File: config.mk
export PLATFORM = sky130hd
export DESIGN_NAME = seq_bit_serializer_flat
export DESIGN_NICKNAME = d
export VERILOG_FILES = /design/src/rtl/seq_bit_serializer_if.sv /design/src/rtl/seq_bit_serializer.sv /design/src/flat_wrapper.sv
export SDC_FILE = /design/constraint.sdc
export NUM_CORES = 1
export LEC_CHECK = 0
export CAP_MARGIN = 20
export CORE_MARGIN = 4
export CORE_UTILIZATION = 55
export CTS_CLUSTER_SIZE = 12
export DETAILED_ROUTE_END_ITERATION = 8
export PLACE_DENSITY = 0.91
export SYNTH_ARGS = -nofsm -noshare
export SYNTH_HDL_FRONTEND = slang
export SYNTH_SLANG_ARGS = --single-unit
File: constraint.sdc
create_clock -name clk -period 3.15 [get_ports clk]
set_clock_uncertainty 0.15 [all_clocks]
set_input_delay 0.4725 -clock clk [delete_from_list [all_inputs] [get_ports clk]]
set_output_delay 0.4725 -clock clk [all_outputs]
set_load 0.005 [all_outputs]
File: src/rtl/seq_bit_serializer_if.sv
// Word-in / bit-out handshake bundle for seq_bit_serializer.
// master = upstream word source + downstream bit consumer; slave = serializer.
interface seq_bit_serializer_if #(
  parameter int WIDTH = 8
);
  logic             in_valid;
  logic             in_ready;
  logic [WIDTH-1:0] in_data;
  logic             bit_en;
  logic             x_out;
  logic             x_valid;
  logic             word_start;
  logic             word_done;
  logic             busy;

  modport master (
    output in_valid, in_data, bit_en,
    input  in_ready, x_out, x_valid, word_start, word_done, busy
  );

  modport slave (
    input  in_valid, in_data, bit_en,
    output in_ready, x_out, x_valid, word_start, word_done, busy
  );
endinterface

File: src/rtl/seq_bit_serializer.sv
// Parallel-to-serial front end: accepts WIDTH-bit words over valid/ready and
// emits one bit per enabled clock on x_out. A one-word pending buffer allows
// back-to-back words to stream with no idle bit between them.
module seq_bit_serializer #(
  parameter int WIDTH     = 8,
  parameter bit MSB_FIRST = 1'b1,
  parameter bit IDLE_BIT  = 1'b0
) (
  input  logic                clk,
  input  logic                rst,
  seq_bit_serializer_if.slave bus
);

  localparam int              CNT_W    = $clog2(WIDTH);
  localparam logic [CNT_W-1:0] LAST_IDX = CNT_W'(WIDTH - 1);

  typedef enum logic {
    IDLE  = 1'b0,
    SHIFT = 1'b1
  } state_t;

  state_t             state_reg, state_next;
  logic [WIDTH-1:0]   shift_reg, shift_next;
  logic [CNT_W-1:0]   bit_cnt_reg, bit_cnt_next;
  logic [WIDTH-1:0]   pend_reg, pend_next;
  logic               pend_full_reg, pend_full_next;

  logic [WIDTH-1:0]   shifted;
  logic               head_bit;
  logic               accept;
  logic               last_bit;

  // The shifter moves one position toward the output end, filling with 0.
  genvar gi;
  generate
    for (gi = 0; gi < WIDTH; gi++) begin : g_shift
      if (MSB_FIRST) begin : g_msb
        if (gi == 0) begin : g_fill
          assign shifted[gi] = 1'b0;
        end else begin : g_move
          assign shifted[gi] = shift_reg[gi-1];
        end
      end else begin : g_lsb
        if (gi == WIDTH - 1) begin : g_fill
          assign shifted[gi] = 1'b0;
        end else begin : g_move
          assign shifted[gi] = shift_reg[gi+1];
        end
      end
    end
  endgenerate

  assign head_bit = MSB_FIRST ? shift_reg[WIDTH-1] : shift_reg[0];

  // in_ready depends only on the pending flag so upstream never sees a
  // combinational path from its own in_valid.
  assign accept   = bus.in_valid & ~pend_full_reg;
  assign last_bit = (bit_cnt_reg == LAST_IDX);

  assign bus.in_ready   = ~pend_full_reg;
  assign bus.x_valid    = (state_reg == SHIFT);
  assign bus.x_out      = (state_reg == SHIFT) ? head_bit : IDLE_BIT;
  assign bus.word_start = (state_reg == SHIFT) && (bit_cnt_reg == '0);
  assign bus.word_done  = (state_reg == SHIFT) && last_bit;
  assign bus.busy       = (state_reg == SHIFT) | pend_full_reg;

  // State and datapath registers; reset discards any word in flight or pending.
  always_ff @(posedge clk or posedge rst) begin
    if (rst) begin
      state_reg     <= IDLE;
      shift_reg     <= '0;
      bit_cnt_reg   <= '0;
      pend_reg      <= '0;
      pend_full_reg <= 1'b0;
    end else begin
      state_reg     <= state_next;
      shift_reg     <= shift_next;
      bit_cnt_reg   <= bit_cnt_next;
      pend_reg      <= pend_next;
      pend_full_reg <= pend_full_next;
    end
  end

  // Next-state: load, shift, hand over to the pending word, or fall idle.
  always_comb begin
    state_next     = state_reg;
    shift_next     = shift_reg;
    bit_cnt_next   = bit_cnt_reg;
    pend_next      = pend_reg;
    pend_full_next = pend_full_reg;

    case (state_reg)
      IDLE: begin
        if (accept) begin
          shift_next   = bus.in_data;
          bit_cnt_next = '0;
          state_next   = SHIFT;
        end
      end

      SHIFT: begin
        if (bus.bit_en && last_bit) begin
          // Word boundary: a held word wins; in_ready is low while one is
          // held, so a new accept cannot collide with the drain.
          if (pend_full_reg) begin
            shift_next     = pend_reg;
            bit_cnt_next   = '0;
            pend_full_next = 1'b0;
          end else if (accept) begin
            shift_next   = bus.in_data;
            bit_cnt_next = '0;
          end else begin
            shift_next   = '0;
            bit_cnt_next = '0;
            state_next   = IDLE;
          end
        end else begin
          if (bus.bit_en) begin
            shift_next   = shifted;
            bit_cnt_next = bit_cnt_reg + 1'b1;
          end
          if (accept) begin
            pend_next      = bus.in_data;
            pend_full_next = 1'b1;
          end
        end
      end

      default: begin
        state_next = IDLE;
      end
    endcase
  end

endmodule

File: src/flat_wrapper.sv
// flat-port wrapper written by rule: the top's interface ports become plain ports
module seq_bit_serializer_flat 
#(
  parameter int WIDTH     = 8,
  parameter bit MSB_FIRST = 1'b1,
  parameter bit IDLE_BIT  = 1'b0
)
  (clk, rst, bus_in_valid, bus_in_data, bus_bit_en, bus_in_ready, bus_x_out, bus_x_valid, bus_word_start, bus_word_done, bus_busy);
  seq_bit_serializer_if #(.WIDTH(WIDTH)) bus_i ();
  input  logic clk;
  input  logic rst;
  input wire logic [$bits(bus_i.in_valid)-1:0] bus_in_valid;
  input wire logic [$bits(bus_i.in_data)-1:0] bus_in_data;
  input wire logic [$bits(bus_i.bit_en)-1:0] bus_bit_en;
  output wire logic [$bits(bus_i.in_ready)-1:0] bus_in_ready;
  output wire logic [$bits(bus_i.x_out)-1:0] bus_x_out;
  output wire logic [$bits(bus_i.x_valid)-1:0] bus_x_valid;
  output wire logic [$bits(bus_i.word_start)-1:0] bus_word_start;
  output wire logic [$bits(bus_i.word_done)-1:0] bus_word_done;
  output wire logic [$bits(bus_i.busy)-1:0] bus_busy;
  assign bus_i.in_valid = bus_in_valid;
  assign bus_i.in_data = bus_in_data;
  assign bus_i.bit_en = bus_bit_en;
  assign bus_in_ready = bus_i.in_ready;
  assign bus_x_out = bus_i.x_out;
  assign bus_x_valid = bus_i.x_valid;
  assign bus_word_start = bus_i.word_start;
  assign bus_word_done = bus_i.word_done;
  assign bus_busy = bus_i.busy;
  seq_bit_serializer #(.WIDTH(WIDTH), .MSB_FIRST(MSB_FIRST), .IDLE_BIT(IDLE_BIT)) u_core (.clk(clk), .rst(rst), .bus(bus_i));
endmodule
==> results list, run 1 <==
- The flow ran to the end, and the final reports show no timing, DRC or antenna violations.
- In the global route stage, met2 resource usage came out at 0.3347.
- After floorplanning, the core was sized to cover 0.002002 mm2.
* Fraction of synthesis flops using an asynchronous set or reset pin: 1.000
* Fin. max-slew vios: 0
* Worst Hold Class: reg -> reg
* Antenna violations before repair: 0
- Compared with the post-synthesis result, the final layout area differs by 16.32%.
- CP endpoint kind: output pin
* Full die area: 0.002969 mm2
- The tool flagged a number of max-cap violations equal to 0.
- Cell type of the slowest stage on the worst timing path: sky130_fd_sc_hd__clkdlybuf4s50_1
- Sorting the synthesized cells by area gives the leading types as sky130_fd_sc_hd__dfrtp_1 (44%), sky130_fd_sc_hd__mux2_2 (8.5%), sky130_fd_sc_hd__a2bb2oi_1 (5.9%), sky130_fd_sc_hd__and3b_1 (5.9%), sky130_fd_sc_hd__a21o_1 (5.7%).
- Top cell by count, worst path: sky130_fd_sc_hd__ha_1
- Clock tree synthesis found a total of 21 sinks.
* Pwr Total: 0.001114 W
* Dominant synthesized flop cell: sky130_fd_sc_hd__dfrtp_1
- XOR/XNOR share of the synthesized area: 0
- The area fraction in compound gates after synthesis was 0.2211.
* Data required time of the critical path: 2.53 ns
- Pwr/cell area: 805.6 mW/mm2
* Syn Area/Cell: 10.61 um2
- Fraction of layout cells with a size suffix above 1: 0.1360
- Measured against the total synthesized area, the mux share comes to 0.08526.
- Timing analysis after detailed placement gives a worst setup slack of 0.7691 ns.
- Top-area cell type share of the netlist area: 0.4421
- Number of enable-type register cells in the synthesized netlist: 0
- The finished layout holds 152 standard cells, fillers aside.
* Count of cells resized by post-cts repair: 0
- For this run, global-route usage on met3 was measured as 0.02725.
- The critical path is of the reg -> out type.
- After floorplanning, the core was divided into 16 placement rows.
- The via count of the first global-routing pass is 1007.
- The number of placed instances, taps included, is 148.
* Total number of H-tree levels: 1
- Endpoints failing setup: 0
- ANT cells: 0
* Share of synthesized area occupied by flip-flops and latches: 0.4421
- Number of buffers added on ports: 17
- Of the total power, combinational logic draws 0.434.
- On the final layout, the worst hold slack is 0.3610 ns.
* Clock tree from TritonCTS: done
* Cell class contributing the biggest share of worst-path delay: adder cells
- Global-route total usage across every layer: 0.1951
- In the routed design, unresolved DRC markers number 0.
- Of the total power, the clock network draws 0.113.
- Leakage power summed over all cells: 0.6298 nW
- Counting every net in the synthesized netlist gives 127.
- Critical path launch point type: flip-flop
* FILL cells: 173
- Flip-flop and latch count after synthesis: 21
- Sequential Area: 525.5 um2
- Worst skew pair latency: 0.29 ns
* Largest net degree at the start of global routing: 23
* Biggest area consumer among synthesized cells: sky130_fd_sc_hd__dfrtp_1
* Pre-Repair DR Iteration Count: 4
- The worst path needs 2.539 ns of the cycle, external delays included.
- In the final design database the tool counted 141 nets.
- The cell area that synthesis handed to floorplanning was 0.001189 mm2.
- The floorplan step set the die width to 54.49 um.
- Worst Tran Pin Value: 0.8160 ns
- Total wire length: 2471 um
* Relative slew margins: 0.4554
* Number of buffers and inverters on the critical path: 1
- Final Hold Violating Endpoints: 0
- For met1 alone, demand over resource in global routing was 0.2552.
* Max Root-Sink Buffers: 2
- Of the total power, the share spent switching nets is 0.3310.
* Area of the multi-input gates: 600.6 um2
- On the worst path, the slowest cell contributes a delay of 0.49 ns.
* Largest family of logic cells by synthesized area: compound AO/OA/AOI/OAI gates
- The count of nets left with antenna violations once routing finished came out at 0.
- Internal power comes to 0.0007451 W.
- After clock tree synthesis, the clock-pin slew on the worst setup and hold paths is 0.11 ns.
- List of cells traversed by the critical path: ha_1 -> ha_1 -> and2_1 -> clkdlybuf4s50_1
- Setup slack of the critical path after layout: 0.6106 ns
- Global-route wire length before repair: 4298 um
- Overflow after GRT: 0
- The worst-case IR drop observed on VDD is 0.4191 mV.
- Dividing the detail-routed wire length by the instance count gives 16.26 um.
- In this run the most used layer during global routing was met2.
- Yosys mapped the design onto 23 distinct sky130hd cell types.
- At the end of routability-driven placement, the weighted congestion stood at 0.8130.
- In the synthesized netlist, the number of instances is 112.
- Boundary pin count: 18
- In this run the power spent charging and discharging nets is 0.0003687 W.
- Share of synthesized cell area in full adder, half adder and majority cells: 0.03158
- Number of warnings reported in the yosys synthesis log: 0
* Number of violations reported at the end of detailed-routing iteration 0: 29
* Highest achievable clock rate: 0.3938 GHz
* Height of the chip: 54.49 um
* Post-DR vias/cell: 6.197
* Fraction of power consumed by sequential logic: 0.452
- Simple-Gate Fraction of Synth Area: 0.1674
- Number of buffers added to fix hold violations after cts: 0
- Post-CTS Repair Setup Buffers: 0
- Critical path peak fanout: 11
* RSZ-0062 raised after global routing: false
- TritonCTS created 3 clock buffers.
* Post-route fraction of the period consumed by the critical path: 0.8061
- Effective utilization at floorplan: 0.5938
* Root Buffer Master: sky130_fd_sc_hd__clkbuf_4
- Setup total negative slack on the finished layout was measured at 0 ns.
* Overall via count from detail_route: 942
- Estimated wirelength of the detail-placed design: 1729 um
* Worst path arrival time: 1.92 ns
==> area by class of cell <==
class	instances	share of cell area
clock buffer	4	0.01900
inverter	5	0.01357
multi-input combinational	77	0.4344
sequential	21	0.3801
tap	27	0.02443
timing repair buffer	18	0.1285
==> power groups by stage <==
stage / logic (W) / clock network [W] / registers [W]
after CTS: 0.000488 / 0.000130 / 0.000500
after detailed placement: 0.000484 / 0 / 0.000505
after global placement: 0.000464 / 0 / 0.000496
final: 0.000484 / 0.000126 / 0.000504
after floorplan: 0.000381 / 0 / 0.000453
after global routing: 0.000536 / 0.000140 / 0.000518
==> synthesized netlist by cell type, types with 2 or more instances <==
cell type	n
sky130_fd_sc_hd__o311ai_0	7
sky130_fd_sc_hd__o21ai_0	11
sky130_fd_sc_hd__a21o_1	9
sky130_fd_sc_hd__dfrtp_1	21
sky130_fd_sc_hd__and3b_1	8
sky130_fd_sc_hd__clkbuf_1	6
sky130_fd_sc_hd__inv_1	5
sky130_fd_sc_hd__mux2_2	9
sky130_fd_sc_hd__nand3_1	2
sky130_fd_sc_hd__nand2_1	3
sky130_fd_sc_hd__a2bb2oi_1	8
sky130_fd_sc_hd__and2_1	9
sky130_fd_sc_hd__buf_2	2
sky130_fd_sc_hd__ha_1	3
==> stage by stage <==
stage	instance area, um2	util
2_1_floorplan	1189	-
3_3_place_gp	1356	0.6775
3_5_place_dp	1356	0.6775
4_1_cts	1383	0.6906
5_1_grt	1383	0.6906
6_report	1383	0.6906
==> routing by layer <==
metal | vias to the layer above | wire length, um | share of wire
met1 | 465 | 1087 | 0.44
met4 | 0 | 18 | 0.0073
met2 | 36 | 1244 | 0.50
met5 | - | 0 | 0
met3 | 4 | 121 | 0.049
li1 | 437 | - | -
==> cells by family (layout without fill, tap and decap cells) <==
family / after synthesis / after routing
AOI/OAI and AO/OA: 36 / 36
adders and majority gates: 3 / 3
buffers and inverters: 14 / 27
DFF: 21 / 21
muxes: 9 / 9
and+or+nand+nor: 29 / 29
==> final timing paths <==
| path | start | to | slack [ns] | depth (start not counted) |
|---|---|---|---|---|
| max | u_core.bit_cnt_reg[0] | bus_word_done | 0.61 | 4 |
| min | u_core.pend_reg[7] | u_core.pend_reg[7] | 0.36 | 1 |
| max reg2reg | u_core.bit_cnt_reg[0] | u_core.pend_reg[3] | 0.85 | 5 |
| min reg2reg | u_core.pend_reg[7] | u_core.pend_reg[7] | 0.36 | 1 |
| max in group asynchronous | rst | u_core.pend_reg[0] | 1.87 | 2 |
| min in group asynchronous | rst | u_core.bit_cnt_reg[2] | 0.48 | 2 |
==> placed cells by master (no fill, tap or decap), types with 5 or more instances in the layout <==
master / synthesis / layout
sky130_fd_sc_hd__dfrtp_1: 21 / 21
sky130_fd_sc_hd__a2bb2oi_1: 8 / 8
sky130_fd_sc_hd__clkdlybuf4s50_1: 0 / 17
sky130_fd_sc_hd__inv_1: 5 / 5
sky130_fd_sc_hd__o21ai_0: 11 / 11
sky130_fd_sc_hd__mux2_2: 9 / 9
sky130_fd_sc_hd__o311ai_0: 7 / 7
sky130_fd_sc_hd__a21o_1: 9 / 9
sky130_fd_sc_hd__and2_1: 9 / 9
sky130_fd_sc_hd__and3b_1: 8 / 8
Power figures use the tool's default switching activity.
==> inputs of run 2 (changes only) <==
--- a/config.mk
+++ b/config.mk
@@ -7,10 +7,10 @@
 export LEC_CHECK = 0
 export CAP_MARGIN = 20
 export CORE_MARGIN = 4
-export CORE_UTILIZATION = 55
+export CORE_UTILIZATION = 47
 export CTS_CLUSTER_SIZE = 12
 export DETAILED_ROUTE_END_ITERATION = 8
-export PLACE_DENSITY = 0.91
+export PLACE_DENSITY = 0.84
 export SYNTH_ARGS = -nofsm -noshare
 export SYNTH_HDL_FRONTEND = slang
 export SYNTH_SLANG_ARGS = --single-unit
==> constraint.sdc (replaced) <==
create_clock -name clk -period 2.1 [get_ports clk]
set_clock_uncertainty 0.15 [all_clocks]
set_input_delay 0.315 -clock clk [delete_from_list [all_inputs] [get_ports clk]]
set_output_delay 0.315 -clock clk [all_outputs]
set_load 0.005 [all_outputs]
==> run 2 against run 1 <==
  * Utilization fell by 6.0 points
  * Largest power group is now combinational cells
  * Critical path type unchanged
  * Power rose by 57%
  * Hold slack got worse by 0.18 ns
  * Sequential share of layout area fell by 1.9 points
==> results list, run 2 (same netlist as run 1, synthesis figures left out) <==
* Pwr Total: 0.001751 W (was 0.001114 W)
- List of cells traversed by the critical path: inv_1 -> ha_1 -> and3b_1 -> clkdlybuf4s50_1 (was ha_1 -> ha_1 -> and2_1 -> clkdlybuf4s50_1)
- Num CTS Buffers: 3 (unchanged)
- The area taken by multi-input logic gates was 603.1 um2 (was 600.6 um2).
- The number of antenna-violating nets in the routed design is 0 (unchanged).
- Number of clock sinks: 21 (unchanged)
- The die span in x is 58.29 um (was 54.49 um).
- The deepest clock path buffer count came to 2 (unchanged).
- Number of violations reported at the end of detailed-routing iteration 0: 47 (was 29)
- Smallest hold slack: 0.1814 ns (was 0.3610 ns)
* Largest stage delay on the critical path: 0.49 ns (about the same)
- Root Buffer Master: sky130_fd_sc_hd__clkbuf_4 (unchanged)
* Effective utilization at floorplan: 0.5127 (was 0.5938)
- The leading cell type in the layout, fill and taps excluded was sky130_fd_sc_hd__dfrtp_1 (unchanged).
* Crit Reg-Reg Startpoint: u_core.bit_cnt_reg[1] (was u_core.bit_cnt_reg[0])
* Worst Tran Pin Value: 0.3969 ns (was 0.8160 ns)
- Largest net degree at the start of global routing: 23 (unchanged)
- Post-layout instance count excluding filler cells: 163 (was 152)
- Fin. max-slew vios: 0 (unchanged)
- The worst min-delay path category was in -> async (was reg -> reg).
- The slowest stage cell on the critical path was sky130_fd_sc_hd__clkdlybuf4s50_1 (unchanged).
- Core footprint: 0.002318 mm2 (was 0.002002 mm2)
- The critical path class is reg -> out (unchanged).
- In the finished design, the share of the clock period the worst path needs comes to 0.9640.
- Height of the chip: 58.29 um (was 54.49 um)
- Total number of H-tree levels: 1 (unchanged)
- The tightest slew margin relative to the limit was 0.7320 (was 0.4554).
- The initial antenna violation count is 0 (unchanged).
- Placer's final routability congestion estimate: 0.8644 (was 0.8130)
- Setup Total Neg Slack: 0 ns (unchanged)
- The overall die area came to 0.003398 mm2 (was 0.002969 mm2).
- Total wire length: 2852 um (was 2471 um)
* FILL cells: 196 (was 173)
- The count of TritonRoute iterations in the first routing pass came to 4 (unchanged).
- Run status: finished clean (unchanged)
- Syn-to-layout area delta: 23.05% (was 16.32%)
- The via count came to 977 (was 942).
* Global-route total usage across every layer: 0.1755 (was 0.1951)
- The first-pass GRT wire length was 4498 um (was 4298 um).
- Max VDD drop: 0.7088 mV (was 0.4191 mV)
* Cell class contributing the biggest share of worst-path delay: buffers and inverters (was adder cells)
- Pwr/cell area: 1197 mW/mm2 (was 805.6 mW/mm2)
* Nets: 151 (was 141)
- The CTS tree is done (unchanged).
- The final standard cell utilization of the core is 0.6309 (was 0.6906).
- Clk pin slew, worst setup/hold paths: 0.12 ns (was 0.11 ns)
- The wire length per cell came to 17.50 um (was 16.26 um).
* Worst skew pair latency: 0.30 ns (was 0.29 ns)
- RSZ-0062 raised after global routing: false (unchanged).
- Number of buffers and inverters on the critical path: 2 (was 1)
- The aggregate global routing overflow is 0 (unchanged).
- The endpoint arrival time on the critical path was 1.56 ns (was 1.92 ns).
- The source of the critical timing path is u_core.bit_cnt_reg[1] (was u_core.bit_cnt_reg[0]).
- Number of buffers added on ports: 17 (unchanged)
- DRC: 0 (unchanged)
- Placed instance count: 156 (was 148)
- The I/O pin count came to 18 (unchanged).
- Max-capacitance violation count: 0 (unchanged)
- The share of layout cells above drive strength 1 was 0.2222 (was 0.1360).
* Highest achievable clock rate: 0.4940 GHz
- The type of element launching the critical path is a flip-flop (unchanged).
- The nature of the critical path endpoint was an output pin (unchanged).
- The leakage component of the power came to 0.6768 nW (was 0.6298 nW).
- Top library cells by usage in the layout, fill and taps aside: sky130_fd_sc_hd__dfrtp_1 (19), sky130_fd_sc_hd__clkdlybuf4s50_1 (16), sky130_fd_sc_hd__o21ai_0 (11) (was sky130_fd_sc_hd__dfrtp_1 (21), sky130_fd_sc_hd__clkdlybuf4s50_1 (17), sky130_fd_sc_hd__o21ai_0 (11)).
* Post-DR vias/cell: 5.994 (was 6.197)
- Via count of the first global-routing pass: 942 (was 1007)
* ANT cells: 0 (unchanged)
- Final Hold Violating Endpoints: 0 (unchanged)
- Placement Rows: 17 (was 16)
- Sequential Area: 528.0 um2 (was 525.5 um2)
- Final worst path period need: 2.024 ns
- The maximum fanout count along the critical path was 2 (was 11).
- Estimated wirelength of the detail-placed design: 1972 um (was 1729 um)
- The count of endpoints failing setup in the final report was 0 (unchanged).
* Data required time of the critical path: 1.63 ns (was 2.53 ns)
## run 2: what timing repair did
item                                   4_1_cts  5_1_grt
endpoints found under the hold margin        0        0
hold buffers                                 0        0
gates resized for setup                      4        0
setup buffers                                0        3
setup endpoints to repair                    2        1
## run 2: per-layer routing
metal | routed length [um] | vias up | track usage
li1 | - | 462 | -
met1 | 1241 | 459 | 0.2462
met2 | 1330 | 50 | 0.2648
met3 | 227 | 6 | 0.02193
met4 | 52 | 0 | 0.08940
met5 | 0 | - | 0
## run 2: where the power goes
| group | switching, W | internal (W) |
|---|---|---|
| registers | 0.000137 | 0.000598 |
| clock network | 0.000122 | 0.0000740 |
| logic | 0.000330 | 0.000491 |
| total | 0.000588 | 0.00116 |
## run 2: area by class of cell
cell class / count / area share
multi-input combinational: 77 / 0.4123
sequential: 21 / 0.3610
timing repair buffer: 28 / 0.1719
tap: 28 / 0.02395
clock buffer: 4 / 0.01796
inverter: 5 / 0.01283
## run 2: through the flow
step / instance area (um2) / setup WS (ns)
after CTS: 1440 / 0.01929
after floorplan: 1189 / 0.2136
after detailed placement: 1410 / 0.1020
after global routing: 1463 / 0.008529
after global placement: 1410 / 0.2031
final: 1463 / 0.07566
## run 2: final timing paths
kind | end | slack, ns | cells after the start
worst max-delay path | bus_word_start | 0.08 | 4
worst min-delay path | u_core.bit_cnt_reg[1] | 0.18 | 3
worst max register to register | u_core.pend_reg[1] | 0.16 | 5
worst min register to register | u_core.pend_reg[4] | 0.36 | 1
max in group asynchronous | u_core.pend_full_reg | 1.38 | 3
min in group clk | u_core.pend_reg[4] | 0.36 | 1
## run 2: worst min-delay path, delay by kind of cell
family	cells	cell delay [ns]
buffers and inverters	3	0.71
